[src/rtl/issue_ctrl_pkg.sv]
// rtl/issue_ctrl_pkg.sv - shared opcode, forwarding-select and tracker-entry types for issue control
package issue_ctrl_pkg;

   typedef enum logic [6:0] {
      OP_LUI    = 7'b0110111,
      OP_AUIPC  = 7'b0010111,
      OP_JAL    = 7'b1101111,
      OP_JALR   = 7'b1100111,
      OP_BRANCH = 7'b1100011,
      OP_LOAD   = 7'b0000011,
      OP_STORE  = 7'b0100011,
      OP_IMM    = 7'b0010011,
      OP_REG    = 7'b0110011
   } opcode_type_e;

   typedef enum logic [1:0] {
      FWD_RF    = 2'b00,
      FWD_EXMEM = 2'b01,
      FWD_MEMWB = 2'b10
   } fwd_sel_e;

   // valid is only set for instructions that really write a non-zero rd
   typedef struct packed {
      logic       valid;
      logic [4:0] rd;
      logic       is_load;
   } trk_entry_t;

   function automatic logic reads_rs1(input logic [6:0] op);
      case (op)
         OP_JALR, OP_LOAD, OP_IMM, OP_STORE, OP_BRANCH, OP_REG: return 1'b1;
         default: return 1'b0;
      endcase
   endfunction

   function automatic logic reads_rs2(input logic [6:0] op);
      case (op)
         OP_STORE, OP_BRANCH, OP_REG: return 1'b1;
         default: return 1'b0;
      endcase
   endfunction

   function automatic logic writes_rd(input logic [6:0] op);
      case (op)
         OP_LUI, OP_AUIPC, OP_JAL, OP_JALR, OP_LOAD, OP_IMM, OP_REG: return 1'b1;
         default: return 1'b0;
      endcase
   endfunction

endpackage

[src/rtl/issue_rd_tracker.sv]
// rtl/issue_rd_tracker.sv - three-stage in-flight destination tracker (EX, MEM, WB) with source match outputs
module issue_rd_tracker
   import issue_ctrl_pkg::*;
(
   input  logic       clk,
   input  logic       rst,
   input  logic       issue_i,
   input  trk_entry_t entry_i,
   input  logic [4:0] rs1_i,
   input  logic [4:0] rs2_i,
   output logic [2:0] rs1_hit_o,
   output logic [2:0] rs2_hit_o,
   output logic       ex_is_load_o
);

   trk_entry_t ex_q, ex_d, mem_q, mem_d, wb_q, wb_d;

   // Shift every cycle; EX takes the issued instruction or a bubble when nothing issues
   always_comb begin
      ex_d  = '0;
      mem_d = ex_q;
      wb_d  = mem_q;
      if (issue_i) begin
         ex_d = entry_i;
      end
   end

   // Stage registers
   always_ff @(posedge clk) begin
      if (rst) begin
         ex_q  <= '0;
         mem_q <= '0;
         wb_q  <= '0;
      end else begin
         ex_q  <= ex_d;
         mem_q <= mem_d;
         wb_q  <= wb_d;
      end
   end

   // Per-stage source matches, bit 0 = EX, 1 = MEM, 2 = WB; x0 never has a valid entry
   always_comb begin
      rs1_hit_o    = {wb_q.valid  && (wb_q.rd  == rs1_i),
                      mem_q.valid && (mem_q.rd == rs1_i),
                      ex_q.valid  && (ex_q.rd  == rs1_i)};
      rs2_hit_o    = {wb_q.valid  && (wb_q.rd  == rs2_i),
                      mem_q.valid && (mem_q.rd == rs2_i),
                      ex_q.valid  && (ex_q.rd  == rs2_i)};
      ex_is_load_o = ex_q.valid && ex_q.is_load;
   end

endmodule

[src/rtl/issue_ctrl.sv]
// rtl/issue_ctrl.sv - ID issue control: RAW stall, redirect flush FSM, operand forwarding (ISSUE_FORWARD_EN)
module issue_ctrl
   import issue_ctrl_pkg::*;
#(
   parameter int unsigned FLUSH_CYCLES = 1
)(
   input  logic        clk,
   input  logic        rst,
   input  logic        id_valid_i,
   input  logic [31:0] id_instr_i,
   input  logic        redirect_i,
   output logic        id_ready_o,
   output logic        ex_valid_o,
   output logic        flush_o,
   output logic [1:0]  fwd_a_o,
   output logic [1:0]  fwd_b_o,
   output logic [31:0] stall_cnt_o
);

   localparam logic [1:0] FLUSH_LOAD = 2'(FLUSH_CYCLES);

   typedef enum logic {ST_RUN, ST_FLUSH} state_e;

   state_e      state_q, state_d;
   logic [1:0]  fcnt_q, fcnt_d;
   logic [31:0] stall_cnt_q, stall_cnt_d;

   logic [6:0]  opcode;
   logic [4:0]  rd, rs1, rs2;
   logic        use_rs1, use_rs2;
   logic        hazard, stall, flush;
   logic [2:0]  rs1_hit, rs2_hit;
   logic        ex_is_load;
   fwd_sel_e    fwd_a, fwd_b;
   trk_entry_t  id_entry;
   logic        unused_bits;

   // Decode the IF/ID instruction into sources read and destination written
   always_comb begin
      opcode           = id_instr_i[6:0];
      rd               = id_instr_i[11:7];
      rs1              = id_instr_i[19:15];
      rs2              = id_instr_i[24:20];
      use_rs1          = reads_rs1(opcode);
      use_rs2          = reads_rs2(opcode);
      id_entry.valid   = writes_rd(opcode) && (rd != 5'd0);
      id_entry.rd      = rd;
      id_entry.is_load = (opcode == OP_LOAD);
   end

   issue_rd_tracker u_tracker (
      .clk          (clk),
      .rst          (rst),
      .issue_i      (ex_valid_o),
      .entry_i      (id_entry),
      .rs1_i        (rs1),
      .rs2_i        (rs2),
      .rs1_hit_o    (rs1_hit),
      .rs2_hit_o    (rs2_hit),
      .ex_is_load_o (ex_is_load)
   );

   // Hazard detection and operand select; WB never matters since the regfile is write-first
   always_comb begin
      hazard = 1'b0;
      fwd_a  = FWD_RF;
      fwd_b  = FWD_RF;
`ifdef ISSUE_FORWARD_EN
      hazard = ex_is_load && ((use_rs1 && rs1_hit[0]) || (use_rs2 && rs2_hit[0]));
      if (use_rs1) begin
         if (rs1_hit[0])      fwd_a = FWD_EXMEM;
         else if (rs1_hit[1]) fwd_a = FWD_MEMWB;
      end
      if (use_rs2) begin
         if (rs2_hit[0])      fwd_b = FWD_EXMEM;
         else if (rs2_hit[1]) fwd_b = FWD_MEMWB;
      end
`else
      hazard = (use_rs1 && (|rs1_hit[1:0])) || (use_rs2 && (|rs2_hit[1:0]));
`endif
   end

   // Flush FSM next state, stall decision and stall counter; a redirect overrides any stall
   always_comb begin
      state_d     = state_q;
      fcnt_d      = fcnt_q;
      flush       = 1'b0;
      stall       = 1'b0;
      case (state_q)
         ST_RUN: begin
            if (redirect_i) begin
               flush = 1'b1;
               if (FLUSH_CYCLES != 0) begin
                  state_d = ST_FLUSH;
                  fcnt_d  = FLUSH_LOAD;
               end
            end else begin
               stall = id_valid_i && hazard;
            end
         end
         ST_FLUSH: begin
            flush = 1'b1;
            if (redirect_i) begin
               fcnt_d = FLUSH_LOAD;
            end else if (fcnt_q <= 2'd1) begin
               state_d = ST_RUN;
               fcnt_d  = 2'd0;
            end else begin
               fcnt_d = fcnt_q - 2'd1;
            end
         end
         default: begin
            state_d = ST_RUN;
            fcnt_d  = 2'd0;
         end
      endcase
      stall_cnt_d = stall_cnt_q + 32'(stall);
   end

   // State, flush counter and stall counter registers
   always_ff @(posedge clk) begin
      if (rst) begin
         state_q     <= ST_RUN;
         fcnt_q      <= 2'd0;
         stall_cnt_q <= 32'd0;
      end else begin
         state_q     <= state_d;
         fcnt_q      <= fcnt_d;
         stall_cnt_q <= stall_cnt_d;
      end
   end

   assign id_ready_o  = !stall;
   assign ex_valid_o  = id_valid_i && !stall && !flush;
   assign flush_o     = flush;
   assign fwd_a_o     = fwd_a;
   assign fwd_b_o     = fwd_b;
   assign stall_cnt_o = stall_cnt_q;

   // funct fields, WB matches and (without bypassing) the load flag play no part in issue
   assign unused_bits = ^{id_instr_i[31:25], id_instr_i[14:12], rs1_hit[2], rs2_hit[2], ex_is_load};

endmodule

[config.mk]
export PLATFORM = sky130hd
export DESIGN_NAME = issue_ctrl
export DESIGN_NICKNAME = d
export VERILOG_FILES = /design/src/rtl/issue_ctrl_pkg.sv /design/src/rtl/issue_rd_tracker.sv /design/src/rtl/issue_ctrl.sv
export SDC_FILE = /design/constraint.sdc
export NUM_CORES = 1
export LEC_CHECK = 0
export BUFFER_PORTS_ARGS = -buffer_cell sky130_fd_sc_hd__buf_2
export CAP_MARGIN = 10
export CORE_ASPECT_RATIO = 2
export CORE_MARGIN = 8
export CORE_UTILIZATION = 50
export DETAILED_ROUTE_END_ITERATION = 7
export MAX_ROUTING_LAYER = met4
export PLACE_DENSITY = 0.79
export SYNTH_ARGS = -nofsm -noshare
export SYNTH_HDL_FRONTEND = slang
export SYNTH_SLANG_ARGS = --single-unit
[constraint.sdc]
create_clock -name clk -period 3.3 [get_ports clk]
set_input_delay 0.33 -clock clk [delete_from_list [all_inputs] [get_ports clk]]
set_output_delay 0.33 -clock clk [all_outputs]
set_load 0.005 [all_outputs]
==> flow_metrics.tcl <==
set metrics [dict create \
    pre_cts_slack_ns 0.277 \
    yosys_warnings 0 \
    hold_violations 0 \
    die_h_um 111 \
    syn2layout_area_growth_pct 19.0 \
    drive_gt1_share_pct 26.1 \
    cts_tree "done" \
    ys_ff_latch 47 \
    rsz0062_at_grt "no" \
    clockRootBuffer "clkbuf_8" \
    syn_avg_cell_area_um2 9.21 \
    grt_max_degree 48 \
    postCtsHoldBufs 0 \
    netlist_area_mm2 0.00224 \
    most-common-layout-cells "60 x buf_2, 47 x dfxtp_1, 42 x nor2_1" \
    setup_ws_ns 0.390 \
    min_period_ns 2.91 \
    max_slew.worst_pin.slew_ns 0.837 \
    htreeDepth 2 \
    critPathCaptureType "register" \
    status "complete, no violations" \
    cpPeakStageDelay_ns 0.35 \
    ff_latch_area_um2 941 \
    diodes 0 \
    wl_per_cell_um 13.6 \
    period_share_pct 88.2 \
    crit-reg2reg-launch "u_tracker.ex_q[4]" \
    post_cts_resized 0 \
    ant_nets 0 \
    ff2ff_path_depth 13 \
    synth.distinct_cells 37 \
    setup_violations 0 \
    slowest_stage "dfxtp_1" \
    nNetsFinal 343 \
    via_per_inst 5.14 \
    crit_path_cell_trace "xor2_1, nor4_1, a32oi_1, o22ai_2, and2_1, ha_1, ha_1, nand3_2, nor4_4, buf_4, nand3_1, xor2_1, nor2_1" \
    synth_async_sr_flop_share_pct 0 \
    port_buffers 60 \
    clockBufferDepth 2 \
    clock_sinks 47 \
    antenna_found_initial 0 \
    yosys.area.top_type "dfxtp_1" \
    drt_wl_total_mm 4.89 \
    finalClockSkew_ns 0.00678 \
    gp_congestion 0.812 \
    grt_util_all_layers_pct 14.2 \
    dp.cells 352 \
    path_depth 13 \
    core_mm2 0.00434 \
    synthTopCellsByArea "dfxtp_1 42%, xor2_1 16%, nor2_1 7.0%" \
    cp-startpoint "u_tracker.ex_q[4]" \
    slew_viol_final 0 \
    arrival_ns 3.08 \
    grt_first_pass_wirelength_mm 8.13 \
    leakage_nw 1.20 \
    peakVddDrop_uv 331 \
    worstSetupPathType "register to register" \
    dp_hpwl_mm 3.88 \
    layout.cells.non_filler 360 \
    rrSetupSlack_ns 0.39 \
    cts_inserted_buffers 5 \
    clock_latency_ns 0.30 \
    synth_edf_count 0 \
    fp-row-count 34 \
    rr_endpoint "stall_cnt_o[16]" \
    n_fill_cell 414 \
    start_util_pct 51.6 \
    synth-main-ff-cell "dfxtp_1" \
    fp.dieW_um 63.3 \
    dieArea_mm2 0.00700 \
    dr_total_vias 1852 \
    endpoint "stall_cnt_o[16]" \
    syn_inst 243 \
    post_cts_buffers 0 \
    final_common_cell "buf_2" \
    ys_seq_area_share_pct 42.0 \
    powerDensity_mw_per_mm2 365 \
    drtPass1Iterations 3 \
    whs_ns 0.252 \
    hold_class "primary input to register" \
    drt_iter0_markers 50 \
    drc 0 \
    io_pins 75 \
    crit_buf_inv 1 \
    tns_ns 0 \
    grt_pass1_vias 1961 \
    overflow 0 \
    required_ns 3.47 \
    critPathLaunchType "register" \
    drv_cap 0 \
    multiInputGateArea_mm2 0.00125 \
    path_clk_slew_ns 0.09 \
    synth_top_area_share_pct 42.0 \
    fmax_mhz 344 \
    cp_max_fo 9 \
    slew_headroom_pct 44.2 \
    critPathTopFamily "simple AND/OR/NAND/NOR gates" \
]
layout make-up:
cell class | count | area share (%)
multi-input combinational | 187 | 46.8
sequential | 47 | 35.3
timing repair buffer | 62 | 11.8
clock buffer | 6 | 2.72
tap | 54 | 2.54
clock inverter | 2 | 0.470
inverter | 2 | 0.282
worst reg2reg max path, delay by kind of cell, from the launching register on:
family | cells | cell delay [ns]
XOR/XNOR | 2 | 0.35
AO/OA/AOI/OAI | 2 | 0.38
buffers and inverters | 1 | 0.21
AND/OR/NAND/NOR | 6 | 1.07
flip-flops | 1 | 0.35
adder cells (fa/ha/maj) | 2 | 0.43
metrics by stage:
stage	instance area (µm²)	util (%)	power, mW
after CTS	2660	61.4	0.986
final	2660	61.4	0.971
after global placement	2580	59.4	0.646
after floorplan	2250	-	0.622
after global routing	2660	61.4	1.01
after detailed placement	2580	59.4	0.648
worst min-delay path by stage:
stage	start	end	slack, ns	cells past startpoint
after global routing	redirect_i	fcnt_q[1]	0.25	2
final	redirect_i	fcnt_q[1]	0.25	2
after global placement	u_tracker.ex_q[6]	u_tracker.mem_q[6]	0.47	1
after CTS	redirect_i	fcnt_q[1]	0.24	2
after detailed placement	u_tracker.ex_q[6]	u_tracker.mem_q[6]	0.48	1
after floorplan	redirect_i	fcnt_q[1]	0.41	1
cells in the mapped netlist, types with 2 or more instances:
library cell,instances
inv_1,2
ha_1,2
clkbuf_1,5
nor4_1,5
nor2b_1,9
a21oi_1,5
nand2_1,16
and3_1,2
xor2_1,40
and2_1,4
dfxtp_1,47
nor4_4,3
nor4b_1,6
nor2_1,42
nand4_2,2
nand4_1,6
xnor2_1,8
o21ai_0,4
nand4b_1,2
buf_4,4
nand3_1,12
a32oi_1,2
cell families (layout without fill, tap and decap cells):
kind of cell             count (synthesis)  after routing  synth area share, %
adder cells (fa/ha/maj)                  2              2                 1.12
other                                    1              4                0.168
buffers and inverters                   12             72                 2.74
AO/OA/AOI/OAI                           13             13                 3.75
XOR/XNOR                                48             48                 18.8
flip-flops                              47             47                 42.0
AND/OR/NAND/NOR                        120            120                 31.4
metal layers:
| metal | GRT usage, % | wire length, µm | vias to the layer above |
|---|---|---|---|
| met1 | 11.9 | 1850 | 867 |
| met2 | 27.5 | 2730 | 49 |
| met5 | - | 0 | - |
| met4 | 4.50 | 42 | 0 |
| li1 | - | - | 932 |
| met3 | 4.76 | 268 | 4 |
registers in the layout, indices dropped and copies added (netlist names):
register         count
fcnt_q               2
state_q              1
u_tracker.mem_q      6
stall_cnt_o         32
u_tracker.ex_q       6
report_power, final:
| part | switching [mW] | internal (mW) |
|---|---|---|
| clock network | 0.189 | 0.148 |
| registers | 0.00372 | 0.570 |
| logic | 0.0334 | 0.0262 |
(Power assumes the default switching activity.)
